File: src/rtl/mips_fetch_sequencer.sv
// Handshaked instruction-fetch engine: assembles BEATS memory beats into one
// instruction word, tolerates wait states and flags a per-beat timeout.
module mips_fetch_sequencer #(
  parameter int unsigned AWIDTH   = 8,
  parameter int unsigned DWIDTH   = 8,
  parameter int unsigned BEATS    = 4,
  parameter int unsigned MAX_WAIT = 15
) (
  input  logic                      clk,
  input  logic                      reset,
  input  logic                      start,
  input  logic [AWIDTH-1:0]         pc,
  input  logic [DWIDTH-1:0]         mem_rdata,
  input  logic                      mem_valid,
  output logic                      mem_req,
  output logic [AWIDTH-1:0]         mem_addr,
  output logic [BEATS*DWIDTH-1:0]   instr,
  output logic                      instr_valid,
  output logic                      busy,
  output logic                      timeout_err
);

  localparam int unsigned IW = BEATS * DWIDTH;
  localparam int unsigned BW = (BEATS > 1) ? $clog2(BEATS) : 1;
  localparam int unsigned WW = (MAX_WAIT > 0) ? $clog2(MAX_WAIT + 1) : 1;
  localparam logic [BW-1:0] LAST_BEAT  = BW'(BEATS - 1);
  localparam logic [WW-1:0] WAIT_LIMIT = WW'((MAX_WAIT > 0) ? MAX_WAIT - 1 : 0);

  typedef enum logic [1:0] {
    S_IDLE  = 2'd0,
    S_FETCH = 2'd1,
    S_DONE  = 2'd2,
    S_ERR   = 2'd3
  } state_e;

  state_e            state_q, state_d;
  logic [AWIDTH-1:0] base_q, base_d;
  logic [BW-1:0]     beat_q, beat_d;
  logic [WW-1:0]     wait_q, wait_d;
  logic [IW-1:0]     instr_q, instr_d;
  logic              mem_req_q, mem_req_d;
  logic [AWIDTH-1:0] mem_addr_q, mem_addr_d;
  logic              instr_valid_q, instr_valid_d;
  logic              busy_q, busy_d;
  logic              timeout_err_q, timeout_err_d;

  // Next-state, datapath and next-cycle output decode.
  always_comb begin
    state_d = state_q;
    base_d  = base_q;
    beat_d  = beat_q;
    wait_d  = wait_q;
    instr_d = instr_q;

    case (state_q)
      S_IDLE, S_ERR: begin
        if (start) begin
          state_d = S_FETCH;
          base_d  = pc;
          beat_d  = '0;
          wait_d  = '0;
        end
      end
      S_FETCH: begin
        if (mem_valid) begin
          instr_d[beat_q*DWIDTH +: DWIDTH] = mem_rdata;
          wait_d = '0;
          if (beat_q == LAST_BEAT) begin
            state_d = S_DONE;
          end else begin
            beat_d = beat_q + BW'(1);
          end
        end else if (MAX_WAIT != 0) begin
          wait_d = wait_q + WW'(1);
          if (wait_q == WAIT_LIMIT) begin
            state_d = S_ERR;
          end
        end
      end
      S_DONE:  state_d = S_IDLE;
      default: state_d = S_IDLE;
    endcase

    // Outputs are registered from next-state values so they line up with the state.
    mem_req_d     = (state_d == S_FETCH);
    mem_addr_d    = base_d + AWIDTH'(beat_d);
    instr_valid_d = (state_d == S_DONE);
    busy_d        = (state_d == S_FETCH) || (state_d == S_DONE);
    timeout_err_d = (state_d == S_ERR);
  end

  always_ff @(posedge clk) begin
    if (reset) begin
      state_q       <= S_IDLE;
      base_q        <= '0;
      beat_q        <= '0;
      wait_q        <= '0;
      instr_q       <= '0;
      mem_req_q     <= 1'b0;
      mem_addr_q    <= '0;
      instr_valid_q <= 1'b0;
      busy_q        <= 1'b0;
      timeout_err_q <= 1'b0;
    end else begin
      state_q       <= state_d;
      base_q        <= base_d;
      beat_q        <= beat_d;
      wait_q        <= wait_d;
      instr_q       <= instr_d;
      mem_req_q     <= mem_req_d;
      mem_addr_q    <= mem_addr_d;
      instr_valid_q <= instr_valid_d;
      busy_q        <= busy_d;
      timeout_err_q <= timeout_err_d;
    end
  end

  assign mem_req     = mem_req_q;
  assign mem_addr    = mem_addr_q;
  assign instr       = instr_q;
  assign instr_valid = instr_valid_q;
  assign busy        = busy_q;
  assign timeout_err = timeout_err_q;

endmodule

File: config.mk
export PLATFORM = sky130hd
export DESIGN_NAME = mips_fetch_sequencer
export DESIGN_NICKNAME = d
export VERILOG_FILES = /design/src/rtl/mips_fetch_sequencer.sv
export SDC_FILE = /design/constraint.sdc
export NUM_CORES = 1
export LEC_CHECK = 0
export CAP_MARGIN = 40
export CORE_MARGIN = 2
export CORE_UTILIZATION = 52
export DETAILED_ROUTE_END_ITERATION = 10
export PLACE_DENSITY_LB_ADDON = 0.08
export SYNTH_ARGS = -nofsm -noshare
export SYNTH_HDL_FRONTEND = slang
export SYNTH_SLANG_ARGS = --single-unit
File: constraint.sdc
create_clock -name clk -period 6.3 [get_ports clk]
set_input_delay 0.945 -clock clk [delete_from_list [all_inputs] [get_ports clk]]
set_output_delay 0.945 -clock clk [all_outputs]
set_load 0.005 [all_outputs]
==> flow_summary.ini, run 1 <==
[status]
status = finished clean

[floorplanning]
dieWidth_microns = 74.1
rows = 25
die_area_sq_um = 5490
die_h_microns = 74.1
io_pins = 64
start_util_pct = 54.1
core-area_sq_um = 4720

[clocking]
cts_setup_buffers = 0
ctsHoldBuffers = 0
path_clk_slew_ps = 60
clockBufferDepth = 2
cts.htree.levels = 3
cts.sinks = 60
cts_buffers = 9
root_buffer = clkbuf_8
cts_tree = yes
ctsResizeCount = 0
insertion_delay_ps = 340

[synthesis]
synthAdderAreaFrac_pct = 8.61
synth-warning-count = 0
synth_compound_area_share_pct = 16.3
ys_types = 49
synthMuxAreaShare_pct = 2.94
synth-seq-area-share_pct = 47.0
synth_ff_type = dfxtp_1
synth_edf_count = 0
syn_area_per_cell_sq_um = 9.72
yosys.area_share.simple_pct = 21.2
ys_ff_latch = 60
async_reset_ff_share_pct = 0
syn-num-nets = 300
yosys.area_share.xor_xnor_pct = 1.03
synth_top_family_by_area = simple AND/OR/NAND/NOR gates
synthCells = 263
syn_area_sq_um = 2560

[placement]
dpl.hpwl_microns = 4020
gp_congestion = 0.789
io_buffer_count = 63
place_inst = 384
pre_cts_ws_ps = 2710

[route]
drcViolationCount = 0
viasPerCell = 5.38
dr.pass1.iters = 5
wl_per_cell_microns = 14.5
detail-route-antenna-nets = 0
drt_wl_total_microns = 5800
drt-initial-drc-count = 192
vias = 2151

[layout]
n_fill_cell = 378
regArea_sq_um = 1200
mostFrequentLayoutCell = clkdlybuf4s50_1
layout-area-overhead-vs-synth_pct = 35.2
nets = 365
fin_cells = 400
multi_input_area_sq_um = 1280
mostFrequentLayoutCells = clkdlybuf4s50_1 (62), dfxtp_1 (60), nor2_1 (50)
n_antenna_cell = 0
drive_above_1_share_pct = 8.11

[critical_path]
worstSetupEndpoint = mem_addr[6]
cp-start-kind = input port
r2r-end = mem_addr[6]
crit_buf_inv = 1
crit_required_ps = 6520
r2r_cells = 9
critPathTopFamily = adder cells
crit_cells = 8
r2r_start = state_q[0]
slowest_stage = clkdlybuf4s50_1
path_cells = clkdlybuf4s50_1 > and2_1 > mux2_1 > ha_1 > fa_1 > o21ai_1 > a21oi_1 > mux2_2
r2r_setup_slack_ps = 3350
cp_max_fo = 10
crit_path_end_kind = register
worstSetupPathType = in -> reg
max_stage_delay_ps = 580
crit_arrival_ps = 3480
crit_path_start = start

[pwr]
leakage_nw = 1.32
p_per_area_nw_per_um2 = 253
peakVddDrop_mv = 0.156

[sta]
rsz0062_at_grt = false
layout_worst_path_cycle_share_pct = 51.8
max_freq_mhz = 306
skew_ps = 7.60
finalHoldViolCount = 0
setup_ws_ps = 3040
worst_slew_pin_slew_ps = 647
relSlewSlack_pct = 56.6
tns_ps = 0
setup-violations-final = 0
fin_crit_ps = 3260
slew_violations = 0

[global_route]
first_global_vias = 2019
grt_max_degree = 37
grt_pass1_wl_microns = 9270
groute.usage.overall_pct = 22.5
gr-total-overflow = 0
antenna_found_initial = 0

[run]
cap_violations = 0

[worst_hold_path]
hp-class = reg -> reg
[worst register-to-register path: cells and delay by family, from the launching register on]
| family | cells | cell delay, ps |
|---|---|---|
| muxes | 2 | 660 |
| AOI/OAI and AO/OA | 2 | 160 |
| DFF | 1 | 360 |
| adders and majority gates | 3 | 1120 |
| buffers and inverters | 1 | 50 |
| and+or+nand+nor | 1 | 470 |
[per-stage QoR]
step	area [sq um]	hold slack, ps	power (mW)	util (%)
global placement	3220	481	0.498	68.1
CTS	3460	507	0.882	73.2
finish	3460	499	0.875	73.2
global route	3460	537	0.908	73.2
detailed placement	3240	486	0.501	68.6
floorplan	2560	468	0.459	-
[cell usage after synthesis, types with 3 or more instances]
library cell  number  share of area, %
nand3_1            5              0.98
dfxtp_1           60                47
clkbuf_1           5              0.73
mux2i_1            3               1.2
ha_1              16               7.8
nor3_1             4              0.78
a21oi_1            9               1.8
nor2b_1           12               2.9
a22oi_1           32               9.4
nand2b_1           3              0.73
nand2_1            6              0.88
inv_1              6              0.88
and3_1             5               1.2
nor2_1            50               7.3
[report_power, final]
group | internal [mW] | switching, mW | leakage, nW
combinational | 0.0464 | 0.0488 | 0.730
sequential | 0.392 | 0.00632 | 0.487
clock | 0.233 | 0.148 | 0.107
[sequential cells by signal, summed over array words and instances, names as in the netlist]
signal,flops
base_q,8
beat_q,2
busy,1
instr,32
instr_valid,1
mem_addr,8
mem_req,1
state_q,2
timeout_err,1
wait_q,4
[how the worst min path moves through the flow]
stage,start,end,slack (ps),cells after the start
global placement,instr[21],instr[21],480,2
finish,instr[21],instr[21],500,2
detailed placement,instr[20],instr[20],490,2
CTS,instr[17],instr[17],510,2
floorplan,wait_q[3],wait_q[3],470,2
global route,wait_q[3],wait_q[3],540,2
[layout make-up]
class / count / share of cell area (%)
flip-flops and latches: 60 / 34.8
inverters: 7 / 0.760
repair buffers: 64 / 18.7
clock buffers: 12 / 4.20
multi-input cells: 186 / 37.1
clock inverters: 4 / 2.10
well taps: 67 / 2.43
[routing by layer]
metal | wire length (microns) | vias up | GRT usage [%]
li1 | - | 1053 | -
met3 | 349 | 12 | 4.88
met4 | 132 | 0 | 11.5
met2 | 2750 | 85 | 35.6
met5 | 0 | - | 0
met1 | 2560 | 1001 | 29.0
[cells by family (layout without fill, tap and decap cells)]
kind of cell / Yosys count / count (layout)
simple gates: 100 / 100
flops: 60 / 60
compound gates: 59 / 59
fa+ha+maj: 17 / 17
buf+inv: 17 / 87
mux: 7 / 7
xor+xnor: 3 / 3
No activity file was read; power rests on OpenSTA's default activity.
==> run 2: changes to the inputs <==
--- a/config.mk
+++ b/config.mk
@@ -7,7 +7,7 @@
 export LEC_CHECK = 0
 export CAP_MARGIN = 40
 export CORE_MARGIN = 2
-export CORE_UTILIZATION = 52
+export CORE_UTILIZATION = 49
 export DETAILED_ROUTE_END_ITERATION = 10
 export PLACE_DENSITY_LB_ADDON = 0.08
 export SYNTH_ARGS = -nofsm -noshare
==> constraint.sdc (replaced) <==
create_clock -name clk -period 3.15 [get_ports clk]
set_input_delay 0.4725 -clock clk [delete_from_list [all_inputs] [get_ports clk]]
set_output_delay 0.4725 -clock clk [all_outputs]
set_load 0.005 [all_outputs]
==> run 2 against run 1 <==
Against the previous run:
- power grew 110%
- non-clock buffer count rose by 2
- sequential power grew 100%
- first-iteration DRC count shrank 46%
- count of clock-buffer cells in the layout decreased by 2
- hold slack better by 2.1 ps
- register-to-register slack lost 3000 ps
- die area grew 5.8%
- critical endpoint unchanged
- largest cell class unchanged
==> flow_summary.ini, run 2 (same netlist as run 1, synthesis figures left out) <==
[layout]
final_util_pct = 68.8
n_fill_cell = 436
fin_area_sq_um = 3490
mostFrequentLayoutCell = clkdlybuf4s50_1
drive_above_1_share_pct = 9.25
mostFrequentLayoutCells = clkdlybuf4s50_1 (62), dfxtp_1 (60), nor2_1 (50)
largest_reg_flops = 32
fin_cells = 405
layout-area-overhead-vs-synth_pct = 36.7
nets = 367
n_antenna_cell = 0

[floorplanning]
core-area_sq_um = 5070
start_util_pct = 50.4
die_h_microns = 76.2
die_area_sq_um = 5810
io_pins = 64
dieWidth_microns = 76.2
rows = 26

[sta]
layout_worst_path_cycle_share_pct = 87.4
skew_ps = 6.47
holdWs_ps = 501
max_freq_mhz = 363
finalHoldViolCount = 0
relSlewSlack_pct = 62.3
slew_violations = 0
worst_slew_pin_slew_ps = 562
setup_ws_ps = 396
rsz0062_at_grt = false
tns_ps = 0
fin_crit_ps = 2750
setup-violations-final = 0

[worst_hold_path]
hold_depth = 2
worstHoldStart = wait_q[3]
min_to = wait_q[3]
hp-class = reg -> reg

[critical_path]
crit_required_ps = 3380
cp_max_fo = 11
r2r_start = state_q[0]
path_cells = inv_1 > ha_1 > and2_1 > mux2_1 > ha_1 > fa_1 > o21ai_1 > a21oi_1 > mux2_2
cp_common_cell = ha_1
r2r_setup_slack_ps = 400
r2r_cells = 9
worstSetupPathType = reg -> reg
cp-start-kind = register
crit_arrival_ps = 2990
crit_path_end_kind = register
max_stage_delay_ps = 450
crit_path_start = state_q[0]
slowest_stage = ha_1
r2r-end = mem_addr[6]

[route]
drt-met1-wl_microns = 2660
wl_per_cell_microns = 13.9
drt_wl_total_microns = 5620
dr_wl_met3_microns = 236
routed.top_layer = met4
drt-initial-drc-count = 103
route.met2.wl_microns = 2650
drcViolationCount = 0
dr.pass1.iters = 4
viasPerCell = 5.20
detail-route-antenna-nets = 0
vias = 2108

[clocking]
path_clk_slew_ps = 70
cts_buffers = 9
cts.sinks = 60
ctsHoldBuffers = 0
cts_setup_buffers = 0
insertion_delay_ps = 340
clockBufferDepth = 2
root_buffer = clkbuf_8
ctsResizeCount = 0
cts_tree = yes
cts.htree.levels = 3

[placement]
dpl_cell_area_sq_um = 3240
place_inst = 389
gp_congestion = 0.799
pre_cts_ws_ps = 176
io_buffer_count = 63
dpl.hpwl_microns = 4010

[global_route]
first_global_vias = 2003
grt_pass1_wl_microns = 9410
grt_max_degree = 33
groute.usage.overall_pct = 20.6
antenna_found_initial = 0
gr-total-overflow = 0

[pwr]
leakage_nw = 1.35
switchingPower_uw = 421
combPwrFrac_pct = 10.3
p_per_area_nw_per_um2 = 528
finalPower_mw = 1.85
pwr-share-seq_pct = 43.1
clock_power_share_pct = 46.6
swShare_pct = 22.8
peakVddDrop_mv = 0.456
intPower_mw = 1.42

[run]
cap_violations = 0

[status]
status = finished clean
==> run 2: cell count changes in the layout (fill, tap and decap cells not counted), sizes merged <==
cell    change
clkinv      +1
clkbuf      -2
buf         +2
bufinv      +1
==> run 2: critical path, delay by kind of cell, from the launching register on <==
kind,cells,cell delay (ps)
and+or+nand+nor,1,320
adders and majority gates,3,1120
muxes,2,640
buffers and inverters,1,50
DFF,1,350
AOI/OAI and AO/OA,2,160
==> run 2: final cells by class <==
cell class	instances	area [sq um]	share of cell area (%)
Multi-Input combinational cell	186	1280	36.7
Sequential cell	60	1200	34.4
Timing Repair Buffer	66	648	18.6
Clock buffer	10	138	3.94
Clock inverter	6	111	3.19
Tap cell	70	87.6	2.51
Inverter	7	26.3	0.752
==> run 2: how the worst max path moves through the flow <==
stage	slack, ps	endpoint	cells after the start
after global placement	240	mem_addr[6]	8
after global routing	260	mem_addr[6]	9
after floorplan	680	mem_addr[5]	11
final	400	mem_addr[6]	9
after detailed placement	180	mem_addr[6]	8
after CTS	390	mem_addr[6]	9
==> run 2: per-layer routing <==
metal	vias up	global-route usage, %
met4	0	6.55
met3	8	7.23
met5	-	0
met2	37	32.9
li1	1066	-
met1	997	26.1
==> run 2: power by group through the flow <==
stage	logic, mW	clock network (mW)	registers (mW)
floorplan	0.105	0	0.813
global placement	0.188	0	0.813
detailed placement	0.190	0	0.813
CTS	0.192	0.871	0.796
global route	0.210	0.910	0.797
finish	0.190	0.859	0.796
